==> src/rtl/stopwatch_pkg.sv <==
// stopwatch_pkg: command codes and classifier states shared by the stopwatch path.
package stopwatch_pkg;

    typedef enum logic [3:0] {
        CMD_NONE                 = 4'd0,
        CMD_STOP_EDITMODE_TOGGLE = 4'd1,
        CMD_STOP_EDITDIGIT_NEXT  = 4'd2,
        CMD_STOP_CLEAR           = 4'd3,
        CMD_STOP_DIGIT_UP        = 4'd4,
        CMD_STOP_DIGIT_DOWN      = 4'd5
    } cmd_e;

    typedef enum logic [1:0] {
        ST_WAIT_RELEASE,
        ST_IDLE,
        ST_PRESS
    } press_state_e;

    // Bit order {down, up, clear, digit_next, editmode_toggle}.
    function automatic logic [4:0] cmd_onehot(cmd_e c);
        return {c == CMD_STOP_DIGIT_DOWN, c == CMD_STOP_DIGIT_UP, c == CMD_STOP_CLEAR,
                c == CMD_STOP_EDITDIGIT_NEXT, c == CMD_STOP_EDITMODE_TOGGLE};
    endfunction

endpackage

==> src/rtl/input_distributor_if.sv <==
// input_distributor_if: debounced buttons and gating inputs in, command strobes out.
interface input_distributor_if;
    logic       iBtnC;
    logic       iBtnL;
    logic       iBtnU;
    logic       iBtnD;
    logic       iModeSel;
    logic       iEditEn;
    logic       oCmdValid;
    logic [3:0] oCmdCode;
    logic       oEditModeToggle;
    logic       oEditDigitNext;
    logic       oClear;
    logic       oDigitUp;
    logic       oDigitDown;

    modport master (
        output iBtnC, iBtnL, iBtnU, iBtnD, iModeSel, iEditEn,
        input  oCmdValid, oCmdCode, oEditModeToggle, oEditDigitNext, oClear, oDigitUp, oDigitDown
    );

    modport slave (
        input  iBtnC, iBtnL, iBtnU, iBtnD, iModeSel, iEditEn,
        output oCmdValid, oCmdCode, oEditModeToggle, oEditDigitNext, oClear, oDigitUp, oDigitDown
    );
endinterface

==> src/rtl/btn_press_classifier.sv <==
// btn_press_classifier: splits a held button into one-cycle short/long press events.
module btn_press_classifier
    import stopwatch_pkg::*;
#(
    parameter int LONG_PRESS_CYC = 100_000_000
) (
    input  logic iClk,
    input  logic iRstn,
    input  logic iBtn,
    output logic oShort,
    output logic oLong
);
    localparam int CW = $clog2(LONG_PRESS_CYC + 1);
    localparam logic [CW-1:0] CNT_MAX = CW'(LONG_PRESS_CYC);

    press_state_e  state_q, state_d;
    logic [CW-1:0] cnt_q, cnt_d;
    logic [CW-1:0] cnt_inc;

    always_ff @(posedge iClk or negedge iRstn) begin
        if (!iRstn) begin
            state_q <= ST_WAIT_RELEASE;
            cnt_q   <= '0;
        end else begin
            state_q <= state_d;
            cnt_q   <= cnt_d;
        end
    end

    assign cnt_inc = (cnt_q == CNT_MAX) ? cnt_q : cnt_q + CW'(1);

    always_comb begin
        state_d = (state_q == ST_WAIT_RELEASE) ? (iBtn ? ST_WAIT_RELEASE : ST_IDLE)
                : (state_q == ST_IDLE)         ? (iBtn ? ST_PRESS : ST_IDLE)
                : !iBtn                        ? ST_IDLE
                : (cnt_inc == CNT_MAX)         ? ST_WAIT_RELEASE
                :                                ST_PRESS;
        cnt_d   = (state_q == ST_IDLE)          ? (iBtn ? CW'(1) : cnt_q)
                : (state_q == ST_PRESS && iBtn) ? cnt_inc
                :                                 cnt_q;
    end

    always_comb begin
        oLong  = (state_q == ST_PRESS) && iBtn && (cnt_inc == CNT_MAX);
        oShort = (state_q == ST_PRESS) && !iBtn && (cnt_q < CNT_MAX);
    end
endmodule

==> src/rtl/input_distributor.sv <==
// input_distributor: turns debounced button levels into gated, prioritised one-cycle
// stopwatch commands.
module input_distributor
    import stopwatch_pkg::*;
#(
    parameter int LONG_PRESS_CYC = 100_000_000
) (
    input  logic                iClk,
    input  logic                iRstn,
    input_distributor_if.slave  bus
);
    logic       c_short, c_long;
    logic       l_ev, u_ev, d_ev;
    logic [2:0] lud_q, lud_d;
    cmd_e       cmd_q, cmd_d;

    btn_press_classifier #(.LONG_PRESS_CYC(LONG_PRESS_CYC)) u_btn_c (
        .iClk   (iClk),
        .iRstn  (iRstn),
        .iBtn   (bus.iBtnC),
        .oShort (c_short),
        .oLong  (c_long)
    );

    // Gates are applied before priority, so a gated-off event never masks a lower one.
    always_comb begin
        lud_d           = {bus.iBtnL, bus.iBtnU, bus.iBtnD};
        {l_ev, u_ev, d_ev} = lud_d & ~lud_q;
        cmd_d = bus.iModeSel                ? CMD_NONE
              : c_long                      ? CMD_STOP_EDITMODE_TOGGLE
              : (c_short && bus.iEditEn)    ? CMD_STOP_EDITDIGIT_NEXT
              : (l_ev && !bus.iEditEn)      ? CMD_STOP_CLEAR
              : (u_ev && bus.iEditEn)       ? CMD_STOP_DIGIT_UP
              : (d_ev && bus.iEditEn)       ? CMD_STOP_DIGIT_DOWN
              :                               CMD_NONE;
    end

    always_ff @(posedge iClk or negedge iRstn) begin
        if (!iRstn) begin
            lud_q <= 3'b111;
            cmd_q <= CMD_NONE;
        end else begin
            lud_q <= lud_d;
            cmd_q <= cmd_d;
        end
    end

    assign bus.oCmdValid = (cmd_q != CMD_NONE);
    assign bus.oCmdCode  = cmd_q;
    assign {bus.oDigitDown, bus.oDigitUp, bus.oClear, bus.oEditDigitNext, bus.oEditModeToggle} =
        cmd_onehot(cmd_q);
endmodule

==> src/flat_wrapper.sv <==
// flat-port wrapper written by rule: the top's interface ports become plain ports
module input_distributor_flat import stopwatch_pkg::*;
#(
    parameter int LONG_PRESS_CYC = 100_000_000
)
  (iClk, iRstn, bus_iBtnC, bus_iBtnL, bus_iBtnU, bus_iBtnD, bus_iModeSel, bus_iEditEn, bus_oCmdValid, bus_oCmdCode, bus_oEditModeToggle, bus_oEditDigitNext, bus_oClear, bus_oDigitUp, bus_oDigitDown);
  input_distributor_if bus_i ();
  input  logic iClk;
  input  logic iRstn;
  input wire logic [$bits(bus_i.iBtnC)-1:0] bus_iBtnC;
  input wire logic [$bits(bus_i.iBtnL)-1:0] bus_iBtnL;
  input wire logic [$bits(bus_i.iBtnU)-1:0] bus_iBtnU;
  input wire logic [$bits(bus_i.iBtnD)-1:0] bus_iBtnD;
  input wire logic [$bits(bus_i.iModeSel)-1:0] bus_iModeSel;
  input wire logic [$bits(bus_i.iEditEn)-1:0] bus_iEditEn;
  output wire logic [$bits(bus_i.oCmdValid)-1:0] bus_oCmdValid;
  output wire logic [$bits(bus_i.oCmdCode)-1:0] bus_oCmdCode;
  output wire logic [$bits(bus_i.oEditModeToggle)-1:0] bus_oEditModeToggle;
  output wire logic [$bits(bus_i.oEditDigitNext)-1:0] bus_oEditDigitNext;
  output wire logic [$bits(bus_i.oClear)-1:0] bus_oClear;
  output wire logic [$bits(bus_i.oDigitUp)-1:0] bus_oDigitUp;
  output wire logic [$bits(bus_i.oDigitDown)-1:0] bus_oDigitDown;
  assign bus_i.iBtnC = bus_iBtnC;
  assign bus_i.iBtnL = bus_iBtnL;
  assign bus_i.iBtnU = bus_iBtnU;
  assign bus_i.iBtnD = bus_iBtnD;
  assign bus_i.iModeSel = bus_iModeSel;
  assign bus_i.iEditEn = bus_iEditEn;
  assign bus_oCmdValid = bus_i.oCmdValid;
  assign bus_oCmdCode = bus_i.oCmdCode;
  assign bus_oEditModeToggle = bus_i.oEditModeToggle;
  assign bus_oEditDigitNext = bus_i.oEditDigitNext;
  assign bus_oClear = bus_i.oClear;
  assign bus_oDigitUp = bus_i.oDigitUp;
  assign bus_oDigitDown = bus_i.oDigitDown;
  input_distributor #(.LONG_PRESS_CYC(LONG_PRESS_CYC)) u_core (.iClk(iClk), .iRstn(iRstn), .bus(bus_i));
endmodule
==> config.mk <==
export PLATFORM = sky130hd
export DESIGN_NAME = input_distributor_flat
export DESIGN_NICKNAME = d
export VERILOG_FILES = /design/src/rtl/stopwatch_pkg.sv /design/src/rtl/input_distributor_if.sv /design/src/rtl/btn_press_classifier.sv /design/src/rtl/input_distributor.sv /design/src/flat_wrapper.sv
export SDC_FILE = /design/constraint.sdc
export NUM_CORES = 1
export LEC_CHECK = 0
export BUFFER_PORTS_ARGS = -buffer_cell sky130_fd_sc_hd__buf_4
export CAP_MARGIN = 25
export CORE_UTILIZATION = 40
export CTS_CLUSTER_DIAMETER = 100
export DETAILED_ROUTE_END_ITERATION = 10
export PLACE_DENSITY = 0.68
export SYNTH_ARGS = -nofsm -noshare
export SYNTH_HDL_FRONTEND = slang
export SYNTH_SLANG_ARGS = --single-unit
==> constraint.sdc <==
create_clock -name iClk -period 2.4 [get_ports iClk]
set_input_delay 0 -clock iClk [delete_from_list [all_inputs] [get_ports iClk]]
set_output_delay 0 -clock iClk [all_outputs]
set_load 0.01 [all_outputs]
==> results of run 1 <==
-- metrics by stage --
step / std cells / utilization [%] / TNS (ns) / hold slack [ns] / worst slack, ns
CTS: 434 / 55.6 / -0.376 / 0.103 / -0.156
floorplan: 298 / - / -0.424 / -0.296 / -0.162
global route: 436 / 56.4 / -0.856 / 0.133 / -0.258
detailed placement: 415 / 51.2 / -0.875 / -0.0121 / -0.253
finish: 436 / 56.4 / -0.358 / 0.103 / -0.122
global placement: 415 / 51.2 / -0.717 / -0.0195 / -0.212
-- cell families (layout without fill, tap and decap cells) --
family | Yosys count | in the layout
AOI/OAI and AO/OA | 85 | 85
xor gates and xnor gates | 6 | 6
adders and majority gates | 2 | 2
buffers and inverters | 31 | 97
DFF | 35 | 35
muxes | 2 | 2
other | 1 | 1
and+or+nand+nor | 136 | 136
-- sequential cells by signal, indices dropped and copies added, names as in the netlist --
signal and count:
u_core.u_btn_c.state_q 2, u_core.lud_q 3, u_core.bus.oCmdCode 3, u_core.u_btn_c.cnt_q 27
-- routing by layer --
metal,share of wire [%],wire length (um),vias up,track usage [%]
met4,2.1,141,0,8.55
li1,-,-,1220,-
met5,0,0,-,0
met1,48,3190,1208,33.8
met3,4.7,312,13,4.37
met2,46,3050,61,34.7
-- worst min path at each step --
| stage | start | end | cells past startpoint |
|---|---|---|---|
| after floorplan | iRstn | u_core.bus.oCmdCode[0] | 0 |
| after global placement | iRstn | u_core.u_btn_c.cnt_q[5] | 1 |
| after detailed placement | iRstn | u_core.u_btn_c.cnt_q[5] | 1 |
| after CTS | bus_iEditEn | u_core.bus.oCmdCode[2] | 4 |
| after global routing | bus_iEditEn | u_core.bus.oCmdCode[2] | 4 |
| final | bus_iEditEn | u_core.bus.oCmdCode[2] | 4 |
-- synth_stat cells, types with 2 or more instances --
cell | n | area (um^2)
sky130_fd_sc_hd__a21oi_1 | 9 | 45.0
sky130_fd_sc_hd__a311oi_1 | 2 | 17.5
sky130_fd_sc_hd__a31oi_1 | 4 | 25.0
sky130_fd_sc_hd__and2_1 | 4 | 25.0
sky130_fd_sc_hd__and3_1 | 6 | 37.5
sky130_fd_sc_hd__and3b_1 | 2 | 17.5
sky130_fd_sc_hd__and4_1 | 2 | 17.5
sky130_fd_sc_hd__buf_4 | 3 | 22.5
sky130_fd_sc_hd__clkbuf_1 | 13 | 48.8
sky130_fd_sc_hd__dfrtp_1 | 32 | 801
sky130_fd_sc_hd__dfstp_2 | 3 | 78.8
sky130_fd_sc_hd__ha_1 | 2 | 25.0
sky130_fd_sc_hd__inv_1 | 12 | 45.0
sky130_fd_sc_hd__mux2i_1 | 2 | 20.0
sky130_fd_sc_hd__nand2_1 | 26 | 97.6
sky130_fd_sc_hd__nand2b_1 | 3 | 18.8
sky130_fd_sc_hd__nand3_1 | 15 | 75.1
sky130_fd_sc_hd__nand4_1 | 12 | 75.1
sky130_fd_sc_hd__nor2_1 | 30 | 113
sky130_fd_sc_hd__nor2b_1 | 4 | 25.0
sky130_fd_sc_hd__nor3_1 | 9 | 45.0
sky130_fd_sc_hd__nor3b_1 | 3 | 22.5
sky130_fd_sc_hd__nor4_1 | 4 | 25.0
sky130_fd_sc_hd__nor4_2 | 2 | 25.0
sky130_fd_sc_hd__o2111ai_1 | 2 | 17.5
sky130_fd_sc_hd__o21ai_0 | 46 | 230
sky130_fd_sc_hd__o31ai_1 | 8 | 60.1
sky130_fd_sc_hd__o41ai_1 | 3 | 26.3
sky130_fd_sc_hd__or3_1 | 4 | 25.0
sky130_fd_sc_hd__xnor2_1 | 5 | 43.8
-- layout make-up --
cell class                 count  area, um^2
tap                           72        90.1
inverter                      12        45.0
sequential                    35         881
clock inverter                 2        35.0
fill                         534        2440
clock buffer                   6        82.6
multi-input combinational    232        1440
timing repair buffer          77         593
-- power by group through the flow --
stage	Combinational [W]	Sequential, W	Clock (W)
2_1_floorplan	0.0000992	0.000652	0
3_3_place_gp	0.000196	0.000651	0
3_5_place_dp	0.000200	0.000654	0
4_1_cts	0.000245	0.000636	0.000575
5_1_grt	0.000286	0.000639	0.000604
6_report	0.000260	0.000637	0.000563
-- critical path: cells and delay by family (launching register included) --
kind               cells  cell delay, ns
and+or+nand+nor        5            1.40
AOI/OAI and AO/OA      2            0.61
DFF                    1            0.40
-- timing repair --
| action | 4_1_cts | 5_1_grt |
|---|---|---|
| setup buffers | 5 | 2 |
| pin swaps | 9 | 7 |
| hold buffers | 6 | 0 |
| endpoints found under the setup margin | 4 | 7 |
| cloned | 0 | 0 |
| hold endpoints to repair | 37 | 0 |
| gates resized for setup | 6 | 4 |
==> impl_metrics.sql, run 1 <==
INSERT INTO impl_metrics (metric_group, metric, value, unit) VALUES
('timing', 'min_period_over_period', '105', '%'),
('synth', 'post_synth.cell_area_avg', '7.97', 'um^2'),
('synth', 'post_synthesis_mux_area_share', '0.843', '%'),
('synth', 'synth-warning-count', '0', ''),
('critical_path', 'timing_worst_setup_path_type', 'flop to flop', ''),
('grt', 'grt_util_all_layers', '23.4', '%'),
('power', 'sequentialPowerShare', '43.6', '%'),
('timing', 'setup_viol', '4', ''),
('critical_path', 'rr_endpoint', 'u_core.bus.oCmdCode[2]', ''),
('critical_path', 'worst_setup_path_endpoint', 'u_core.bus.oCmdCode[2]', ''),
('clock_network', 'tritoncts', 'done', ''),
('critical_path', 'critical_path.startpoint_type', 'flop', ''),
('detailed_routing', 'route.antenna.remaining_nets', '0', ''),
('clock_network', 'cts_h_tree_depth', '2', ''),
('run', 'cap_violations', '0', ''),
('place', 'dpl.hpwl', '4860', 'um'),
('power', 'ir_drop', '0.299', 'mV'),
('detailed_routing', 'drt_iter0_drc', '233', ''),
('power', 'p_leak', '1.33', 'nW'),
('cells_and_area', 'most_common_cell_after_layout_fill_and_taps_aside', 'sky130_fd_sc_hd__buf_4', ''),
('clock_network', 'cts.sinks', '35', ''),
('power', 'internal-power', '0.00107', 'W'),
('cells_and_area', 'areaGrowthSynthToFinish', '33.2', '%'),
('power', 'tot_pwr', '0.00146', 'W'),
('cells_and_area', 'post_route_cells_drive_above_1_share', '28.0', '%'),
('clock_network', 'total_clock_buffers_created_by_cts', '5', ''),
('grt', 'grt_max_degree', '36', ''),
('synth', 'yosys_register_bits', '35', ''),
('detailed_routing', 'num_vias', '2502', ''),
('timing', 'worstMarginPinSlew', '0.599', 'ns'),
('critical_path', 'critical_path_peak_fanout', '3', ''),
('synth', 'synth-compound-area-share', '21.9', '%'),
('critical_path', 'worst-r2r-cell-count', '7', ''),
('floorplanning', 'die-area', '6250', 'um^2'),
('status', 'outcome', 'finished, violations left', ''),
('grt', 'grt_pass1_vias', '2270', ''),
('critical_path', 'startpoint', 'u_core.u_btn_c.cnt_q[6]', ''),
('timing', 'drv_slew', '0', ''),
('floorplanning', 'num_io_pins', '18', ''),
('status', 'violations', 'negative setup slack', ''),
('detailed_routing', 'wl_per_cell', '15.4', 'um'),
('grt', 'first_pass_grt_wire_length', '11300', 'um'),
('detailed_routing', 'route.detailed.drc', '0', ''),
('critical_path', 'chain_of_cells_forming_the_critical_path', 'nand2_4 -> or4_4 -> or4_1 -> a211o_1 -> a2111oi_4 -> nand4_1 -> and3_1', ''),
('cells_and_area', 'mostFrequentLayoutCells', 'sky130_fd_sc_hd__buf_4, sky130_fd_sc_hd__o21ai_0, sky130_fd_sc_hd__dfrtp_1', ''),
('cells_and_area', 'antennaDiodeCount', '0', ''),
('clock_network', 'clock_insertion_delay_worst_skew', '0.30', 'ns'),
('floorplanning', 'floorplan.die.height', '79.1', 'um'),
('critical_path', 'crit_path_top_delay_cell', 'sky130_fd_sc_hd__or4_4', ''),
('synth', 'synth-seq-area-share', '37.0', '%'),
('timing', 'timing_hold_violations_final', '0', ''),
('critical_path', 'r2r_setup_slack', '-0.12', 'ns'),
('power', 'power.density_cell_area', '461', 'nW/um^2'),
('hold_path', 'min-delay-path-class', 'input port to flop', ''),
('floorplanning', 'core.rowCount', '27', ''),
('clock_network', 'path_clk_slew', '0.08', 'ns'),
('critical_path', 'cp_required', '2.58', 'ns'),
('floorplanning', 'core', '5610', 'um^2'),
('synth', 'syn_inst', '298', ''),
('place', 'place_congestion', '0.970', ''),
('power', 'net_sw_share', '26.5', '%'),
('synth', 'synth-main-ff-cell', 'sky130_fd_sc_hd__dfrtp_1', ''),
('synth', 'synth_area', '2370', 'um^2'),
('clock_network', 'cts-root-to-sink-buffers', '2', ''),
('detailed_routing', 'routed_wirelength', '6700', 'um'),
('power', 'power.net_switching', '0.000386', 'W'),
('timing', 'post-route-worst-setup-slack', '-0.122', 'ns'),
('timing', 'finalCriticalPeriod', '2.52', 'ns'),
('grt', 'global_route.overflow_total', '0', ''),
('floorplanning', 'width_of_the_chip', '79.1', 'um'),
('power', 'power_frac_clock', '38.6', '%');
No activity file was read; power rests on OpenSTA's default activity.
==> run 2: changes to the inputs <==
SYNTH_HIERARCHICAL = 1   (was unset)
==> impl_metrics.sql, run 2 <==
INSERT INTO impl_metrics (metric_group, metric, value, unit) VALUES
('status', 'outcome', 'finished, violations left', ''),
('status', 'violations', 'negative setup slack', ''),
('synth', 'edff_count_synth', '0', ''),
('grt', 'grt_util_met3', '4.14', '%'),
('critical_path', 'critical_path.startpoint_type', 'flop', ''),
('cells_and_area', 'largest_register_ff_count', '27', ''),
('cells_and_area', 'largest-register', 'u_core/u_btn_c/cnt_q', ''),
('grt', 'met1_usage', '31.7', '%'),
('critical_path', 'worst-r2r-cell-count', '7', ''),
('place', 'place_congestion', '0.893', ''),
('synth', 'cell_with_the_most_instances_after_synthesis', 'sky130_fd_sc_hd__o21ai_0', ''),
('floorplanning', 'num_io_pins', '18', ''),
('synth', 'synth.top_cell.area_share', '33.8', '%'),
('cells_and_area', 'nFillCells', '459', ''),
('grt', 'antenna_found_initial', '0', ''),
('hold_path', 'min-delay-path-class', 'input port to flop', ''),
('timing', 'timing_hold_violations_final', '0', ''),
('cells_and_area', 'num-nets-final', '374', ''),
('clock_network', 'cts_h_tree_depth', '2', ''),
('cells_and_area', 'most_common_cell_after_layout_fill_and_taps_aside', 'sky130_fd_sc_hd__buf_4', ''),
('synth', 'yosys_register_bits', '35', ''),
('floorplanning', 'starting_utilization_of_the_core_area', '42.2', '%'),
('hold_path', 'timing.hold.worst_path_depth', '3', ''),
('grt', 'grt_busiest_layer', 'met2', ''),
('timing', 'finalCriticalPeriod', '2.66', 'ns'),
('timing', 'max_clock_freq', '0.376', 'GHz'),
('floorplanning', 'core', '5610', 'um^2'),
('clock_network', 'cts.sinks', '35', ''),
('power', 'ir_drop', '0.279', 'mV'),
('critical_path', 'cp_required', '2.62', 'ns'),
('synth', 'ys_async_sr_fraction', '100', '%'),
('cells_and_area', 'post_route_cells_drive_above_1_share', '39.2', '%'),
('timing', 'min_period_over_period', '111', '%'),
('detailed_routing', 'firstDrtPassIters', '4', ''),
('critical_path', 'chain_of_cells_forming_the_critical_path', 'or4_4 -> or4_4 -> and3_4 -> o2111ai_4 -> nor3_2 -> or4b_1 -> a21oi_1', ''),
('cells_and_area', 'mostFrequentLayoutCells', 'sky130_fd_sc_hd__buf_4, sky130_fd_sc_hd__o21ai_0, sky130_fd_sc_hd__dfrtp_1', ''),
('grt', 'grt_util_all_layers', '24.1', '%'),
('critical_path', 'cp.arrival', '2.89', 'ns'),
('synth', 'synth-warning-count', '6', ''),
('clock_network', 'total_clock_buffers_created_by_cts', '5', ''),
('floorplanning', 'die-area', '6230', 'um^2'),
('timing', 'setup_viol', '4', ''),
('clock_network', 'tritoncts', 'done', ''),
('floorplanning', 'floorplan.die.height', '78.9', 'um'),
('power', 'p_leak', '1.54', 'nW'),
('clock_network', 'cts-root-to-sink-buffers', '2', ''),
('timing', 'drv_slew', '0', ''),
('detailed_routing', 'drt_iter0_drc', '180', ''),
('critical_path', 'r2r_setup_slack', '-0.26', 'ns'),
('synth', 'synth_area', '2370', 'um^2'),
('critical_path', 'critical_path_peak_fanout', '3', ''),
('timing', 'finalClockSkew', '0.00728', 'ns'),
('clock_network', 'path_clk_slew', '0.08', 'ns'),
('cells_and_area', 'seqCellArea', '887', 'um^2'),
('critical_path', 'critPathMostFrequentCell', 'sky130_fd_sc_hd__or4_4', ''),
('synth', 'synth.distinct_cells', '56', ''),
('run', 'cap_violations', '0', ''),
('synth', 'synth-seq-area-share', '37.2', '%'),
('detailed_routing', 'route.antenna.remaining_nets', '0', ''),
('critical_path', 'timing_worst_setup_path_type', 'flop to flop', ''),
('grt', 'gr-usage-met2', '39.7', '%'),
('floorplanning', 'width_of_the_chip', '78.9', 'um'),
('synth', 'synth-main-ff-cell', 'sky130_fd_sc_hd__dfrtp_1', ''),
('timing', 'setup-tns-final', '-0.629', 'ns'),
('detailed_routing', 'route.detailed.drc', '0', ''),
('critical_path', 'end_kind', 'flop', ''),
('synth', 'synth.top_cells.by_area', 'sky130_fd_sc_hd__dfrtp_1, sky130_fd_sc_hd__o21ai_0, sky130_fd_sc_hd__nand2_1, sky130_fd_sc_hd__nor2_1, sky130_fd_sc_hd__o31ai_1', ''),
('synth', 'synth_fp_nets', '291', ''),
('grt', 'grt_pass1_vias', '2368', ''),
('synth', 'post-synth-top-area-cell', 'sky130_fd_sc_hd__dfrtp_1', ''),
('detailed_routing', 'routed_wirelength', '7270', 'um'),
('synth', 'post_synth.cell_area_avg', '8.42', 'um^2'),
('detailed_routing', 'wl_per_cell', '16.6', 'um'),
('clock_network', 'clock_insertion_delay_worst_skew', '0.29', 'ns'),
('detailed_routing', 'via_per_inst', '5.94', ''),
('cells_and_area', 'layout.core_utilization', '61.0', '%'),
('place', 'dpl.hpwl', '4830', 'um'),
('synth', 'syn_inst', '281', ''),
('critical_path', 'crit_path_top_delay_cell', 'sky130_fd_sc_hd__or4_4', ''),
('timing', 'post-route-worst-setup-slack', '-0.262', 'ns'),
('synth', 'synth_commonest_cells', 'sky130_fd_sc_hd__o21ai_0, sky130_fd_sc_hd__dfrtp_1, sky130_fd_sc_hd__nand2_1, sky130_fd_sc_hd__nor2_1, sky130_fd_sc_hd__nand3_1', ''),
('grt', 'first_pass_grt_wire_length', '11600', 'um'),
('place', 'buffer_ports.inserted', '16', ''),
('grt', 'global_route.overflow_total', '0', ''),
('floorplanning', 'core.rowCount', '27', ''),
('grt', 'grt_max_degree', '36', ''),
('timing', 'setup_repair_after_global_routing_missed_its_margin', 'true', ''),
('cells_and_area', 'multiInputGateArea', '1530', 'um^2'),
('clock_network', 'cts_root_buffer', 'sky130_fd_sc_hd__clkbuf_8', ''),
('cells_and_area', 'antennaDiodeCount', '0', ''),
('power', 'power.density_cell_area', '433', 'nW/um^2'),
('critical_path', 'largest_stage_delay_worst_path', '0.55', 'ns'),
('cells_and_area', 'areaGrowthSynthToFinish', '44.5', '%'),
('detailed_routing', 'num_vias', '2594', '');
[run 2: cell count changes after synthesis, moves of 4 or more]
cell / before / now
sky130_fd_sc_hd__buf_2: 1 / 5
sky130_fd_sc_hd__nor2b_1: 4 / 0
sky130_fd_sc_hd__nor2_1: 30 / 23
sky130_fd_sc_hd__a21o_1: 1 / 5
sky130_fd_sc_hd__inv_1: 12 / 7
sky130_fd_sc_hd__o21ai_0: 46 / 34
sky130_fd_sc_hd__xor2_1: 1 / 5
[run 2: power breakdown]
group / leakage [nW] / switching (W) / internal, W / total [W]
combinational: 1.02 / 0.000148 / 0.000141 / 0.000289
sequential: 0.461 / 0.0000362 / 0.000616 / 0.000652
clock: 0.0581 / 0.000230 / 0.000309 / 0.000539
[run 2: repair_timing]
item,CTS,global route
resized for setup,24,14
endpoints found under the setup margin,4,4
gates cloned,0,0
hold buffers,6,0
pin swaps,4,12
endpoints found under the hold margin,39,0
buffers inserted,5,5
[run 2: kinds of logic after synthesis]
logic type,count (synthesis),synth area share [%]
flops,35,37.2
other cells,1,0.158
buf+inv,29,5.13
compound gates,78,20.7
xor+xnor,10,4.02
simple gates,126,31.8
fa+ha+maj,2,1.06
[run 2: stage by stage]
step	power [W]	worst slack (ns)	cells	hold slack (ns)	area (um^2)
2_1_floorplan	0.000797	-0.319	281	-0.296	2400
3_3_place_gp	0.000903	-0.352	414	-0.00553	3010
3_5_place_dp	0.000906	-0.382	414	-0.00778	3010
4_1_cts	0.00147	-0.247	433	0.0179	3330
5_1_grt	0.00155	-0.347	437	0.0490	3420
6_report	0.00148	-0.262	437	0.0468	3420
[run 2: final timing paths]
kind                                     startpoint                       end
setup / recovery            u_core/u_btn_c/cnt_q[7]    u_core/bus.oCmdCode[2]
hold / removal                          bus_iEditEn    u_core/bus.oCmdCode[2]
setup reg to reg            u_core/u_btn_c/cnt_q[7]    u_core/bus.oCmdCode[2]
hold reg to reg            u_core/u_btn_c/cnt_q[26]  u_core/u_btn_c/cnt_q[26]
max in group asynchronous                     iRstn   u_core/u_btn_c/cnt_q[7]
min in group asynchronous                     iRstn  u_core/u_btn_c/cnt_q[11]
[run 2: cell type report]
class,count,share of cell area (%)
Timing Repair Buffer,97,22.4
Tap cell,72,2.63
Sequential cell,35,25.9
Clock buffer,5,2.01
Inverter,8,0.878
Clock inverter,3,1.28
Multi-Input combinational cell,217,44.9
[run 2: per-layer routing]
| metal | vias up | wire [um] | part of all wire [%] |
|---|---|---|---|
| met1 | 1259 | 3180 | 44 |
| met5 | - | 0 | 0 |
| met2 | 115 | 3450 | 47 |
| li1 | 1204 | - | - |
| met3 | 16 | 491 | 6.8 |
| met4 | 0 | 143 | 2.0 |
[run 2: worst max-delay path, delay by kind of cell, from the launching register on]
kind	cells	cell delay, ns
DFF	1	0.46
AOI/OAI and AO/OA	2	0.32
and+or+nand+nor	5	1.82
